<file path="config.mk">
export PLATFORM = sky130hd
export DESIGN_NAME = fir_stream_arbiter
export DESIGN_NICKNAME = d
export VERILOG_FILES = /design/src/rtl/fir_stream_arbiter.sv
export SDC_FILE = /design/constraint.sdc
export NUM_CORES = 1
export LEC_CHECK = 0
export CORE_UTILIZATION = 30
export CTS_CLUSTER_SIZE = 10
export DETAILED_ROUTE_END_ITERATION = 7
export DONT_BUFFER_PORTS = 1
export HOLD_SLACK_MARGIN = 0.08
export PLACE_DENSITY = 0.48
export SLEW_MARGIN = 20
export SYNTH_ARGS = -nofsm -noshare
export SYNTH_HDL_FRONTEND = slang
export SYNTH_SLANG_ARGS = --single-unit
</file>
<file path="constraint.sdc">
create_clock -name clk -period 1.83 [get_ports clk]
set_input_delay 0.366 -clock clk [delete_from_list [all_inputs] [get_ports clk]]
set_output_delay 0.366 -clock clk [all_outputs]
set_load 0.1 [all_outputs]
</file>
<file path="src/rtl/fir_stream_arbiter.sv">
// fir_stream_arbiter: shares one FIR datapath between two 16-bit AXI-Stream
// sources. Whole packets are granted round-robin; each grant's channel ID is
// queued so the FIR's output packets can be tagged with their source channel.
// Data paths are pass-through; only the grant state and tag FIFO are stored.
module fir_stream_arbiter #(
    parameter int unsigned TAG_DEPTH = 4
) (
    input  logic        clk,
    input  logic        reset,
    input  logic [15:0] s0_tdata,
    input  logic        s0_tvalid,
    input  logic        s0_tlast,
    output logic        s0_tready,
    input  logic [15:0] s1_tdata,
    input  logic        s1_tvalid,
    input  logic        s1_tlast,
    output logic        s1_tready,
    output logic [15:0] f_tdata,
    output logic        f_tvalid,
    output logic        f_tlast,
    input  logic        f_tready,
    input  logic [31:0] r_tdata,
    input  logic        r_tvalid,
    input  logic        r_tlast,
    output logic        r_tready,
    output logic [31:0] m_tdata,
    output logic        m_tvalid,
    output logic        m_tlast,
    output logic        m_tid,
    input  logic        m_tready,
    output logic [1:0]  grant,
    output logic        tag_full
);

    localparam int unsigned PTR_W = $clog2(TAG_DEPTH);
    localparam int unsigned CNT_W = PTR_W + 1;
    localparam logic [CNT_W-1:0] FULL_CNT = CNT_W'(TAG_DEPTH);

    typedef enum logic [1:0] {StIdle, StCh0, StCh1} state_e;

    state_e               state_q;
    logic                 rr_q;
    logic [TAG_DEPTH-1:0] tag_mem_q;
    logic [PTR_W-1:0]     wr_ptr_q;
    logic [PTR_W-1:0]     rd_ptr_q;
    logic [CNT_W-1:0]     count_q;
    logic [CNT_W-1:0]     count_d;
    logic                 any_req;
    logic                 sel_ch;
    logic                 push;
    logic                 pop;
    logic                 tag_empty;
    logic                 tag_head;

    // Arbitration choice and tag FIFO push/pop strobes
    always_comb begin
        any_req   = s0_tvalid | s1_tvalid;
        // Preferred channel wins if it requests, otherwise the other one
        sel_ch    = rr_q ? s1_tvalid : ~s0_tvalid;
        push      = (state_q == StIdle) & any_req & ~tag_full;
        tag_empty = (count_q == '0);
        tag_head  = tag_mem_q[rd_ptr_q];
        pop       = ~tag_empty & r_tvalid & m_tready & r_tlast;
        count_d   = count_q;
        if (push & ~pop) begin
            count_d = count_q + 1'b1;
        end else if (pop & ~push) begin
            count_d = count_q - 1'b1;
        end
    end

    // Packet-level grant FSM with registered grant vector
    always_ff @(posedge clk or negedge reset) begin
        if (!reset) begin
            state_q <= StIdle;
            rr_q    <= 1'b0;
            grant   <= 2'b00;
        end else begin
            case (state_q)
                StIdle: begin
                    if (push) begin
                        if (sel_ch) begin
                            state_q <= StCh1;
                            grant   <= 2'b10;
                        end else begin
                            state_q <= StCh0;
                            grant   <= 2'b01;
                        end
                    end
                end
                StCh0: begin
                    if (s0_tvalid & f_tready & s0_tlast) begin
                        state_q <= StIdle;
                        rr_q    <= 1'b1;
                        grant   <= 2'b00;
                    end
                end
                StCh1: begin
                    if (s1_tvalid & f_tready & s1_tlast) begin
                        state_q <= StIdle;
                        rr_q    <= 1'b0;
                        grant   <= 2'b00;
                    end
                end
                default: begin
                    state_q <= StIdle;
                    grant   <= 2'b00;
                end
            endcase
        end
    end

    // Channel-ID FIFO; pointers wrap naturally since the depth is a power of two
    always_ff @(posedge clk or negedge reset) begin
        if (!reset) begin
            tag_mem_q <= '0;
            wr_ptr_q  <= '0;
            rd_ptr_q  <= '0;
            count_q   <= '0;
            tag_full  <= 1'b0;
        end else begin
            if (push) begin
                tag_mem_q[wr_ptr_q] <= sel_ch;
                wr_ptr_q            <= wr_ptr_q + 1'b1;
            end
            if (pop) begin
                rd_ptr_q <= rd_ptr_q + 1'b1;
            end
            count_q  <= count_d;
            tag_full <= (count_d == FULL_CNT);
        end
    end

    // Route the granted channel onto the FIR input; the other channel is held off
    always_comb begin
        f_tdata   = '0;
        f_tvalid  = 1'b0;
        f_tlast   = 1'b0;
        s0_tready = 1'b0;
        s1_tready = 1'b0;
        case (state_q)
            StCh0: begin
                f_tdata   = s0_tdata;
                f_tvalid  = s0_tvalid;
                f_tlast   = s0_tlast;
                s0_tready = f_tready;
            end
            StCh1: begin
                f_tdata   = s1_tdata;
                f_tvalid  = s1_tvalid;
                f_tlast   = s1_tlast;
                s1_tready = f_tready;
            end
            default: ;
        endcase
    end

    // Pass FIR output through, tagged, only while a packet is owed
    always_comb begin
        m_tdata  = '0;
        m_tvalid = 1'b0;
        m_tlast  = 1'b0;
        m_tid    = 1'b0;
        r_tready = 1'b0;
        if (!tag_empty) begin
            m_tdata  = r_tdata;
            m_tvalid = r_tvalid;
            m_tlast  = r_tlast;
            m_tid    = tag_head;
            r_tready = m_tready;
        end
    end

endmodule

</file>
==> metrics.yaml <==
place.gp.congestion: 0.7888
core_area_sq_um: 4474
hp-class: "in -> reg"
synth-seq-cells: 15
worstSetupStartpointType: "flop"
tritoncts: "built"
post-route-cell-area_sq_um: 3561
avgSynthCellArea_sq_um: 8.579
grt_pass1_vias: 1647
cts-htree-levels: 1
status: "complete, but fails checks"
antenna_cells: 0
path_clk_slew_ns: 0.07
synth_edf_count: 0
rsz0062_at_grt: "true"
wl_per_cell_um: 20.38
synthFlopType: "dfrtp_1"
critPathBufInv: 4
arrival_ns: 1.67
fillers: 251
antenna_found_initial: 0
path_max_fanout: 14
setup_viol: 58
grt_max_degree: 20
ios: 133
drive_gt1_frac: 0.7695
violations: "DRC, setup timing"
grt-ovfl-total: 0
path_cells: "inv_2 -> ha_4 -> ha_4 -> buf_12 -> clkbuf_16 -> nor2b_4 -> buf_12"
synth_nets: 251
async_flop_share: 1.000
worstSetupEndpointType: "output port"
track_usage: 0.2347
synthTopCellsByCount: "nor2b_1 (48), a22oi_1 (19), dfrtp_1 (15)"
cts_sinks: 15
drcViolationCount: 13
initial_utilization: 0.3202
tightest_slew_ns: 0.7103
cap_viol_max_count: 0
die-area_sq_um: 5056
cts_max_path_buffers: 2
yosys-top-cells-area: "dfrtp_1 (26%), nor2b_1 (21%), a22oi_1 (10%)"
die_y_um: 71.11
yosys_warnings: 0
synth_cell_type_count: 37
final_core_util: 0.7959
syn_inst: 167
drt-initial-drc-count: 66
clock-root-buffer: "clkbuf_8"
io_buffer_count: 0
synthesis.area_sq_um: 1433
seq_area_frac_synth: 0.2620
synth_top_area_share: 0.2620
grt_pass1_wl_mm: 9.087
cp_top_family: "buffers and inverters"
die_w_um: 71.11
cp_slowest_cell: "dfrtp_1"
cp_data_required_time_ns: 1.46
slew_violations: 0
cts_made_buffers: 3
fin_crit_ns: 2.034
num_vias: 1618
row_count: 24
vias_per_cell: 5.485
ant_nets: 0
post-dp-hpwl_mm: 4.290
synth_area_leader_cell: "dfrtp_1"
whs_ns: 0.4374
postPlaceCellArea_sq_um: 3109
insertion_delay_ns: 0.26
fin_crit_sh: 1.111
areaGrowthSynthToFinish_pct: 148.6
max_freq_ghz: 0.4916
synth.most_common_cell: "nor2b_1"
finalHoldViolCount: 0
final_nets: 328
relSlewSlack: 0.5249
max_stage_delay_ns: 0.39
dr.pass1.iters: 6
worst_slack_ns: -0.2040
critPathKind: "reg -> out"
wl_mm: 6.012
fin_skew_ns: 0.004158
[flip-flops by register name, indices dropped and copies added, names as in the netlist]
register / flops
count_q: 3
rd_ptr_q: 2
rr_q: 1
state_q: 2
tag_full: 1
tag_mem_q: 4
wr_ptr_q: 2
[area by class of cell]
| type | instances | area (sq um) | share of cell area |
|---|---|---|---|
| Clock buffer | 3 | 41.29 | 0.01160 |
| Clock inverter | 1 | 7.507 | 0.002108 |
| Inverter | 8 | 35.03 | 0.009838 |
| Multi-Input combinational cell | 133 | 1541 | 0.4329 |
| Sequential cell | 15 | 384.1 | 0.1079 |
| Tap cell | 52 | 65.06 | 0.01827 |
| Timing Repair Buffer | 83 | 1486 | 0.4174 |
[stage by stage]
stage	TNS, ns	setup WS, ns	cells
after floorplan	-5.243	-0.2850	167
after global placement	0	0.04401	276
after detailed placement	-0.07742	-0.01195	276
after CTS	-8.748	-0.1962	292
after global routing	-12.21	-0.2784	295
final	-9.795	-0.2040	295
[logic make-up (layout without fill, tap and decap cells)]
logic type | count (synthesis) | count (layout) | synth area share
AO/OA/AOI/OAI | 38 | 38 | 0.1930
XOR/XNOR | 5 | 5 | 0.03057
adder cells (fa/ha/maj) | 10 | 10 | 0.08734
buffers and inverters | 19 | 95 | 0.05764
flip-flops | 15 | 15 | 0.2620
multiplexers | 4 | 4 | 0.03755
AND/OR/NAND/NOR | 76 | 76 | 0.3319
[repair_timing]
action | in CTS | in global routing
hold buffers | 1 | 0
endpoints found under the hold margin | 15 | 0
gates resized for setup | 33 | 5
setup buffers | 7 | 1
endpoints found under the setup margin | 58 | 61
gates cloned | 4 | 2
pin swaps | 11 | 11
[path summary, 6_finish.rpt]
kind,slack [ns],startpoint,cells after the start,to
max,-0.20,count_q[1],7,m_tdata[29]
min,0.44,s1_tlast,4,state_q[1]
max reg2reg,-0.20,count_q[1],8,tag_full
min reg2reg,0.50,rd_ptr_q[1],1,rd_ptr_q[1]
max in group asynchronous,0.71,reset,1,state_q[0]
min in group asynchronous,0.60,reset,1,wr_ptr_q[0]
[worst reg2reg max path: cells and delay by family (launching register included)]
| family | cells | cell delay [ns] |
|---|---|---|
| and+or+nand+nor | 1 | 0.28 |
| AOI/OAI and AO/OA | 3 | 0.73 |
| DFF | 1 | 0.41 |
| adders and majority gates | 2 | 0.29 |
| buffers and inverters | 2 | 0.22 |
[cell usage in the layout, fill, tap and decap left out, types with 3 or more instances in the layout]
master / count
ha_1: 5
nand2_1: 5
a21oi_1: 5
clkbuf_8: 3
nor2b_4: 48
xnor2_1: 3
inv_1: 3
buf_16: 4
and2b_2: 6
inv_2: 3
dfrtp_1: 12
a22oi_2: 19
buf_4: 15
a31oi_1: 4
buf_12: 59
ha_4: 5
[routing by layer]
layer	vias up	routed length, um	global-route usage
met5	-	0	0
met4	0	63	0.04667
met3	9	511	0.04986
met2	102	3402	0.4658
met1	773	2035	0.2535
li1	734	-	-
Power is left out: the tool's default activity adds up to more than one toggle a clock period on the data nets, which glitch-free logic cannot reach.
